## src/rtl/pwm_duty_ramp.sv

```systemverilog
// pwm_duty_ramp: soft-start duty-cycle sequencer for a PWM Dutycycle input.
// The duty output slews toward a requested target by STEP every DIV PWM
// periods. It only updates on PWM period boundaries, so the PWM never sees a
// duty change in the middle of a period. Clearing enable ramps the duty down
// to 0 instead of dropping it in one step.
//
// Ports:
//   i_clk          system clock, all state on the rising edge
//   i_reset        asynchronous active-high reset, clears all state
//   i_enable       1: ramp toward i_target_duty, 0: ramp toward 0
//   i_target_duty  requested duty, sampled only when i_period_end is high
//   i_period_end   one-cycle pulse on the PWM counter wrap
//   o_duty         duty for the PWM, changes only on a period boundary
//   o_at_target    state is HOLD (duty equals the latched target)
//   o_ramping_up   state is UP
//   o_ramping_dn   state is DOWN
module pwm_duty_ramp #(
  parameter int unsigned WIDTH = 8,
  parameter int unsigned STEP  = 4,
  parameter int unsigned DIV   = 2
) (
  input  logic             i_clk,
  input  logic             i_reset,
  input  logic             i_enable,
  input  logic [WIDTH-1:0] i_target_duty,
  input  logic             i_period_end,
  output logic [WIDTH-1:0] o_duty,
  output logic             o_at_target,
  output logic             o_ramping_up,
  output logic             o_ramping_dn
);

  localparam int unsigned     CNT_W    = (DIV > 1) ? $clog2(DIV) : 1;
  localparam logic [CNT_W-1:0] DIV_LAST = CNT_W'(DIV - 1);
  localparam logic [WIDTH:0]   STEP_EXT = (WIDTH + 1)'(STEP);

  localparam logic [1:0] ST_HOLD = 2'd0;
  localparam logic [1:0] ST_UP   = 2'd1;
  localparam logic [1:0] ST_DN   = 2'd2;

  logic [WIDTH-1:0] r_duty;
  logic [WIDTH-1:0] r_tgt;
  logic [CNT_W-1:0] r_cnt;
  logic [1:0]       r_state;

  logic [WIDTH-1:0] w_eff_tgt;
  logic [WIDTH:0]   w_sum;
  logic [WIDTH:0]   w_diff;
  logic [WIDTH-1:0] w_up_val;
  logic [WIDTH-1:0] w_dn_val;
  logic [WIDTH-1:0] w_duty_next;
  logic [CNT_W-1:0] w_cnt_next;
  logic [1:0]       w_state_next;

  assign w_eff_tgt = i_enable ? i_target_duty : '0;

  // One extra bit so the step can never wrap; overshoot clamps to the target.
  assign w_sum    = {1'b0, r_duty} + STEP_EXT;
  assign w_diff   = {1'b0, r_duty} - STEP_EXT;
  assign w_up_val = (w_sum > {1'b0, r_tgt}) ? r_tgt : w_sum[WIDTH-1:0];
  // w_diff[WIDTH] is the borrow: stepping below zero lands on the target.
  assign w_dn_val = (w_diff[WIDTH] || (w_diff[WIDTH-1:0] < r_tgt)) ? r_tgt
                                                                    : w_diff[WIDTH-1:0];

  always_comb begin
    w_duty_next = r_duty;
    w_cnt_next  = '0;
    if (r_state != ST_HOLD) begin
      if (r_cnt == DIV_LAST) begin
        w_duty_next = (r_state == ST_UP) ? w_up_val : w_dn_val;
      end else begin
        w_cnt_next = r_cnt + CNT_W'(1);
      end
    end
    // Direction is judged against the new target, so a reversal takes
    // effect at this boundary while the divider keeps its count.
    if (w_duty_next < w_eff_tgt) begin
      w_state_next = ST_UP;
    end else if (w_duty_next > w_eff_tgt) begin
      w_state_next = ST_DN;
    end else begin
      w_state_next = ST_HOLD;
    end
  end

  always_ff @(posedge i_clk or posedge i_reset) begin
    if (i_reset) begin
      r_duty  <= '0;
      r_tgt   <= '0;
      r_cnt   <= '0;
      r_state <= ST_HOLD;
    end else if (i_period_end) begin
      r_duty  <= w_duty_next;
      r_tgt   <= w_eff_tgt;
      r_cnt   <= w_cnt_next;
      r_state <= w_state_next;
    end
  end

  assign o_duty       = r_duty;
  assign o_at_target  = (r_state == ST_HOLD);
  assign o_ramping_up = (r_state == ST_UP);
  assign o_ramping_dn = (r_state == ST_DN);

endmodule
```

## config.mk

```make
export PLATFORM = sky130hd
export DESIGN_NAME = pwm_duty_ramp
export DESIGN_NICKNAME = d
export VERILOG_FILES = /design/src/rtl/pwm_duty_ramp.sv
export SDC_FILE = /design/constraint.sdc
export NUM_CORES = 1
export LEC_CHECK = 0
export CORE_ASPECT_RATIO = 1.1
export CORE_UTILIZATION = 50
export DETAILED_ROUTE_END_ITERATION = 8
export GPL_ROUTABILITY_DRIVEN = 0
export PLACE_DENSITY = 0.76
export RECOVER_POWER = 100
export SETUP_SLACK_MARGIN = 0.15
export SLEW_MARGIN = 0
export SYNTH_ARGS = -nofsm -noshare
export SYNTH_HDL_FRONTEND = slang
export SYNTH_SLANG_ARGS = --single-unit
```

## constraint.sdc

```tcl
create_clock -name i_clk -period 3.5 [get_ports i_clk]
set_input_delay 0.7 -clock i_clk [delete_from_list [all_inputs] [get_ports i_clk]]
set_output_delay 0.7 -clock i_clk [all_outputs]
set_load 0.01 [all_outputs]
```

==> results of run 1 <==
metal layers:
| metal | vias up | track usage (%) | share of wire (%) | wire length, um |
|---|---|---|---|---|
| li1 | 999 | - | - | - |
| met1 | 977 | 39.0 | 41 | 2490 |
| met2 | 100 | 49.6 | 48 | 2900 |
| met3 | 32 | 3.72 | 5.8 | 349 |
| met4 | 0 | 17.9 | 5.3 | 318 |
| met5 | - | 0 | 0 | 0 |
how the worst max path moves through the flow:
stage / to / from / cells past startpoint / slack, ns
after floorplan: r_state[0] / o_duty[2] / 19 / -0.05
after global placement: r_state[0] / o_duty[3] / 17 / -0.13
after detailed placement: r_state[0] / o_duty[3] / 17 / -0.16
after CTS: r_state[0] / o_duty[4] / 17 / -0.02
after global routing: r_state[0] / o_duty[2] / 17 / -0.30
final: r_state[0] / o_duty[3] / 19 / -0.06
registers in the layout, indices dropped and copies added, names as in the netlist:
signal	flops
r_tgt	8
r_state	2
o_duty	8
r_cnt	1
kinds of logic (layout without fill, tap and decap cells):
kind of cell             after synthesis  in the layout  synth area share (%)
AO/OA/AOI/OAI                         77             77                  26.7
XOR/XNOR                               8              8                  3.72
adder cells (fa/ha/maj)               23             23                  15.3
buffers and inverters                 24             96                  5.71
flip-flops                            19             19                  25.2
multiplexers                           7              7                  4.31
AND/OR/NAND/NOR                       71             71                  19.0
synthesized netlist by cell type, types with 2 or more instances:
cell,instances
o21a_1,3
o31a_1,3
nor3_2,3
buf_2,2
mux2_2,3
a211oi_1,4
inv_1,15
a211o_1,2
nor2_1,10
nor2b_1,3
o21bai_1,2
a21o_1,4
o21ai_0,17
mux2_1,2
o21ai_1,6
clkbuf_1,2
nand2_1,17
buf_4,2
nand3_1,18
ha_1,23
xor2_1,3
o31ai_1,4
xnor2_1,5
nand4_1,3
o22ai_1,2
nor3_1,9
dfrtp_1,19
a21oi_1,17
o211ai_1,3
through the flow:
step                cell area (um2)  power (uW)  instances
floorplan                      1940        1760        229
CTS                            2680        3080        347
detailed placement             2490        2690        335
finish                         2840        3450        351
global placement               2490        2650        335
global route                   2840        3670        351
layout make-up:
type	instances	area share, %
Clock buffer	4	1.59
Inverter	16	2.20
Multi-Input combinational cell	186	54.4
Sequential cell	19	16.9
Tap cell	50	2.20
Timing Repair Buffer	76	22.7
worst max-delay path: stages, from the launching register on:
cell and delay, ns:
dfrtp_2 0.45, inv_2 0.10, ha_4 0.13, nor3b_4 0.18, xnor2_1 0.15, inv_1 0.10
ha_4 0.17, a211oi_2 0.21, nor2_2 0.09, o21ai_4 0.20, a21oi_4 0.10, nor3_4 0.20
mux2_4 0.34, ha_4 0.27, nor2b_4 0.13, o21ai_2 0.05, nand2b_1 0.07, a21oi_2 0.06
o21a_1 0.18, mux2_4 0.26
timing repair:
item,CTS,global route
pin swaps,17,28
buffers inserted,8,4
setup endpoints to repair,2,2
hold endpoints to repair,0,0
gates resized for setup,18,23
power by group through the flow:
stage	clock [uW]	combinational [uW]	sequential, uW
2_1_floorplan	0	1390	369
3_3_place_gp	0	2300	356
3_5_place_dp	0	2330	359
4_1_cts	159	2560	365
5_1_grt	165	3130	380
6_report	158	2920	371
==> flow_summary.toml, run 1 <==
[synth]
synth_area_mm2 = 0.00189
synth_area_per_cell_um2 = 8.23
yosys.area.top_type = "dfrtp_1"
ys_ff_latch = 19
seq_area_frac_synth_pct = 25.2
synth_area_leaders = "dfrtp_1, ha_1, nand3_1"
synth_top_cell_area_share_pct = 25.2
synth_ff_type = "dfrtp_1"
netlist_instances = 229
yosys_warnings = 0
syn_nets = 264
synthArstFlopShare_pct = 100
yosysUniqueCellTypes = 52
synth-edff-count = 0

[floorplanning]
die_y_um = 66.4
core-area_mm2 = 0.00363
die_w_um = 60.6
dieArea_mm2 = 0.00402
rows = 23
io_pins = 23
start_util_pct = 52.0

[min_path]
holdPathStages = 1
hold-path-endpoint = "o_duty[1]"
hold_start = "r_tgt[1]"
hp-class = "reg -> reg"

[route]
ant_nets = 0
vias = 2108
drt_iter0_drc = 127
totalWireLength_um = 6060
wl_per_cell_um = 17.3
viasPerCell = 6.01
firstDrtPassIters = 4
route.detailed.drc = 0

[timing]
finalHoldViolCount = 0
slew_violations = 0
finalClockSkew_ns = 0.00521
setup_ws_ns = -0.0599
relSlewSlack_pct = 49.6
worstMarginPinSlew_ns = 0.754
finalCritPeriodShare_pct = 102
fmax_mhz = 281
grt_setup_unrepaired = "yes"
fin_hold_ws_ns = 0.546
setup_violations = 2
min_period_ns = 3.56
finalSetupTns_ns = -0.0780

[pwr]
power_density_mw_per_mm2 = 1220
swShare_pct = 47.1
ir_drop_mv = 0.704
p_comb_share_pct = 84.7
switching_power_uw = 1620
p_clk_share_pct = 4.6
leakage_uw = 0.00124
p_int_uw = 1820
p_seq_share_pct = 10.7

[global_route]
grt_max_degree = 23
grt_pass1_vias = 1890
grt_pass1_wl_um = 8940
track_usage_pct = 30.8
antenna_found_initial = 0
gr-total-overflow = 0

[clock_tree]
clk_pin_slew_worst_paths_ns = 0.07
ctsHoldBuffers = 0
cts_tree = "done"
cts_buffer_depth = 2
cts_made_buffers = 3
cts_root_buffer = "clkbuf_8"
htreeDepth = 1
numClockSinks = 19
clock_latency_ns = 0.27

[finish]
multi_input_area_mm2 = 0.00154
fill_cells = 256
areaGrowthSynthToFinish_pct = 50.5
drive_gt1_share_pct = 35.2
finish.utilization_pct = 78.3
final_common_cell = "buf_4"
final_cell_mix = "buf_4, clkdlybuf4s50_1, nand2_1, ha_1"
nNetsFinal = 337
diodes = 0
seq_area_um2 = 479

[setup_path]
reg2reg_depth = 19
cp.arrival_ns = 3.71
cp-end-kind = "register"
reg2reg_to = "r_state[0]"
critPathKind = "reg -> reg"
r2r_setup_slack_ns = -0.06
r2r-start = "o_duty[3]"
required_ns = 3.65
cp_max_fo = 4
cp-start-kind = "register"

[placed_design]
dpl.hpwl_um = 4370
pre_cts_slack_ns = -0.156
portBuffers = 22

[flow_run]
maxCapViolations = 0

[status]
violations = "negative setup slack"
status = "finished, violations left"
Power figures use the tool's default switching activity.
==> run 2: changes to the inputs <==
==> constraint.sdc (replaced) <==
create_clock -name i_clk -period 3.5 [get_ports i_clk]
set_input_delay 0.7 -clock i_clk [delete_from_list [all_inputs] [get_ports i_clk]]
set_output_delay 0.7 -clock i_clk [all_outputs]
set_load 0.1 [all_outputs]
==> flow_summary.toml, run 2 (same netlist as run 1, synthesis figures left out) <==
[status]
status = "finished, violations left"
violations = "negative setup slack"

[clock_tree]
htreeDepth = 1
cts_tree = "done"
numClockSinks = 19
cts_buffer_depth = 2
clock_latency_ns = 0.26
cts_root_buffer = "clkbuf_8"
cts_made_buffers = 3
clk_pin_slew_worst_paths_ns = 0.08

[setup_path]
r2r_setup_slack_ns = -0.19
cp-end-kind = "register"
reg2reg_depth = 19
cp_max_fo = 4
cp.arrival_ns = 3.82
reg2reg_to = "r_state[1]"
critPathKind = "reg -> reg"
r2r-start = "o_duty[3]"
required_ns = 3.64
cp-start-kind = "register"

[floorplanning]
die_w_um = 60.6
rows = 23
dieArea_mm2 = 0.00402
io_pins = 23
die_y_um = 66.4
start_util_pct = 52.0
core-area_mm2 = 0.00363

[timing]
relSlewSlack_pct = 22.3
worstMarginPinSlew_ns = 1.17
finalHoldViolCount = 0
setup_ws_ns = -0.186
min_period_ns = 3.69
finalClockSkew_ns = 0.00220
slew_violations = 0
grt_setup_unrepaired = "yes"
fmax_mhz = 271
setup_violations = 2
finalCritPeriodShare_pct = 105

[finish]
diodes = 0
nNetsFinal = 337
final_common_cell = "buf_4"
fin_cells = 351
final_cell_mix = "buf_4, ha_1, nand2_1, nand3_1"
areaGrowthSynthToFinish_pct = 47.2
drive_gt1_share_pct = 37.5

[route]
drt_iter0_drc = 219
vias = 2154
ant_nets = 0
totalWireLength_um = 6590
firstDrtPassIters = 5
wl_per_cell_um = 18.8
route.detailed.drc = 0
viasPerCell = 6.14

[global_route]
grt_use_met3_pct = 2.54
grt_pass1_vias = 2067
grt_pass1_wl_um = 9690
track_usage_pct = 32.9
globalRoute.busiestLayer = "met2"
grt_util_met2_pct = 54.3
antenna_found_initial = 0
gr-total-overflow = 0
grt_max_degree = 20
met1_usage_pct = 43.0

[placed_design]
dp_cells = 334
dpl.hpwl_um = 4350
pre_cts_slack_ns = -0.154
portBuffers = 22

[min_path]
hp-class = "reg -> reg"
hold_start = "r_tgt[1]"
hold-path-endpoint = "o_duty[1]"
holdPathStages = 1

[flow_run]
maxCapViolations = 0
run 2: what timing repair did:
action                                  4_1_cts  5_1_grt
hold buffers                                  0        0
hold endpoints to repair                      0        0
pin swaps                                    14       11
buffers inserted                              8        5
resized for setup                            25       16
endpoints found under the setup margin        2        2
run 2: worst max path at each step:
stage | endpoint | from
floorplan | r_state[0] | o_duty[2]
global placement | r_state[0] | o_duty[3]
detailed placement | r_state[0] | o_duty[3]
CTS | r_state[0] | o_duty[2]
global route | r_state[1] | o_duty[4]
finish | r_state[1] | o_duty[3]
run 2: layout make-up:
type / instances / area, um2
flip-flops and latches: 19 / 493
fillers: 261 / 850
well taps: 50 / 62.6
multi-input cells: 186 / 1530
clock buffers: 4 / 45.0
repair buffers: 76 / 581
inverters: 16 / 65.1
run 2: metrics by stage:
stage          instance area, um2  TNS [ns]  utilization [%]  hold slack [ns]
6_report                     2780    -0.356             76.6            0.537
5_1_grt                      2780    -0.610             76.6            0.554
4_1_cts                      2690    -0.106             74.2            0.534
3_5_place_dp                 2480    -0.206             68.4            0.515
3_3_place_gp                 2480   -0.0515             68.4            0.506
2_1_floorplan                1960    -0.442                -            0.487
run 2: routing by layer:
metal	share of wire [%]	up-vias	routed length, um
met5	0	-	0
met4	6.2	0	406
met3	6.9	48	452
met2	46	125	3020
met1	41	986	2710
li1	-	995	-
run 2: worst max-delay path, stage by stage (launching register included):
cell,delay (ns)
dfrtp_4,0.51
buf_4,0.15
buf_4,0.15
nand3_2,0.09
xnor2_2,0.09
ha_1,0.32
nand3_1,0.12
o21bai_1,0.19
a21oi_2,0.27
nor3_4,0.09
buf_4,0.16
o31a_1,0.28
o21ai_1,0.20
ha_1,0.28
o21ai_1,0.08
nand2b_1,0.08
a21oi_2,0.16
o21a_1,0.17
buf_4,0.11
o22ai_2,0.04
Power of run 2 is left out: the tool's default activity adds up to more than one toggle a clock period on the data nets, which glitch-free logic cannot reach.
==> run 3: changes to the inputs <==
SLEW_MARGIN = unset   (was 0)
==> results of run 3 <==
No change in the layout: final DEF, timing and power equal those of run 2.
Power of run 3 is left out for the same reason.
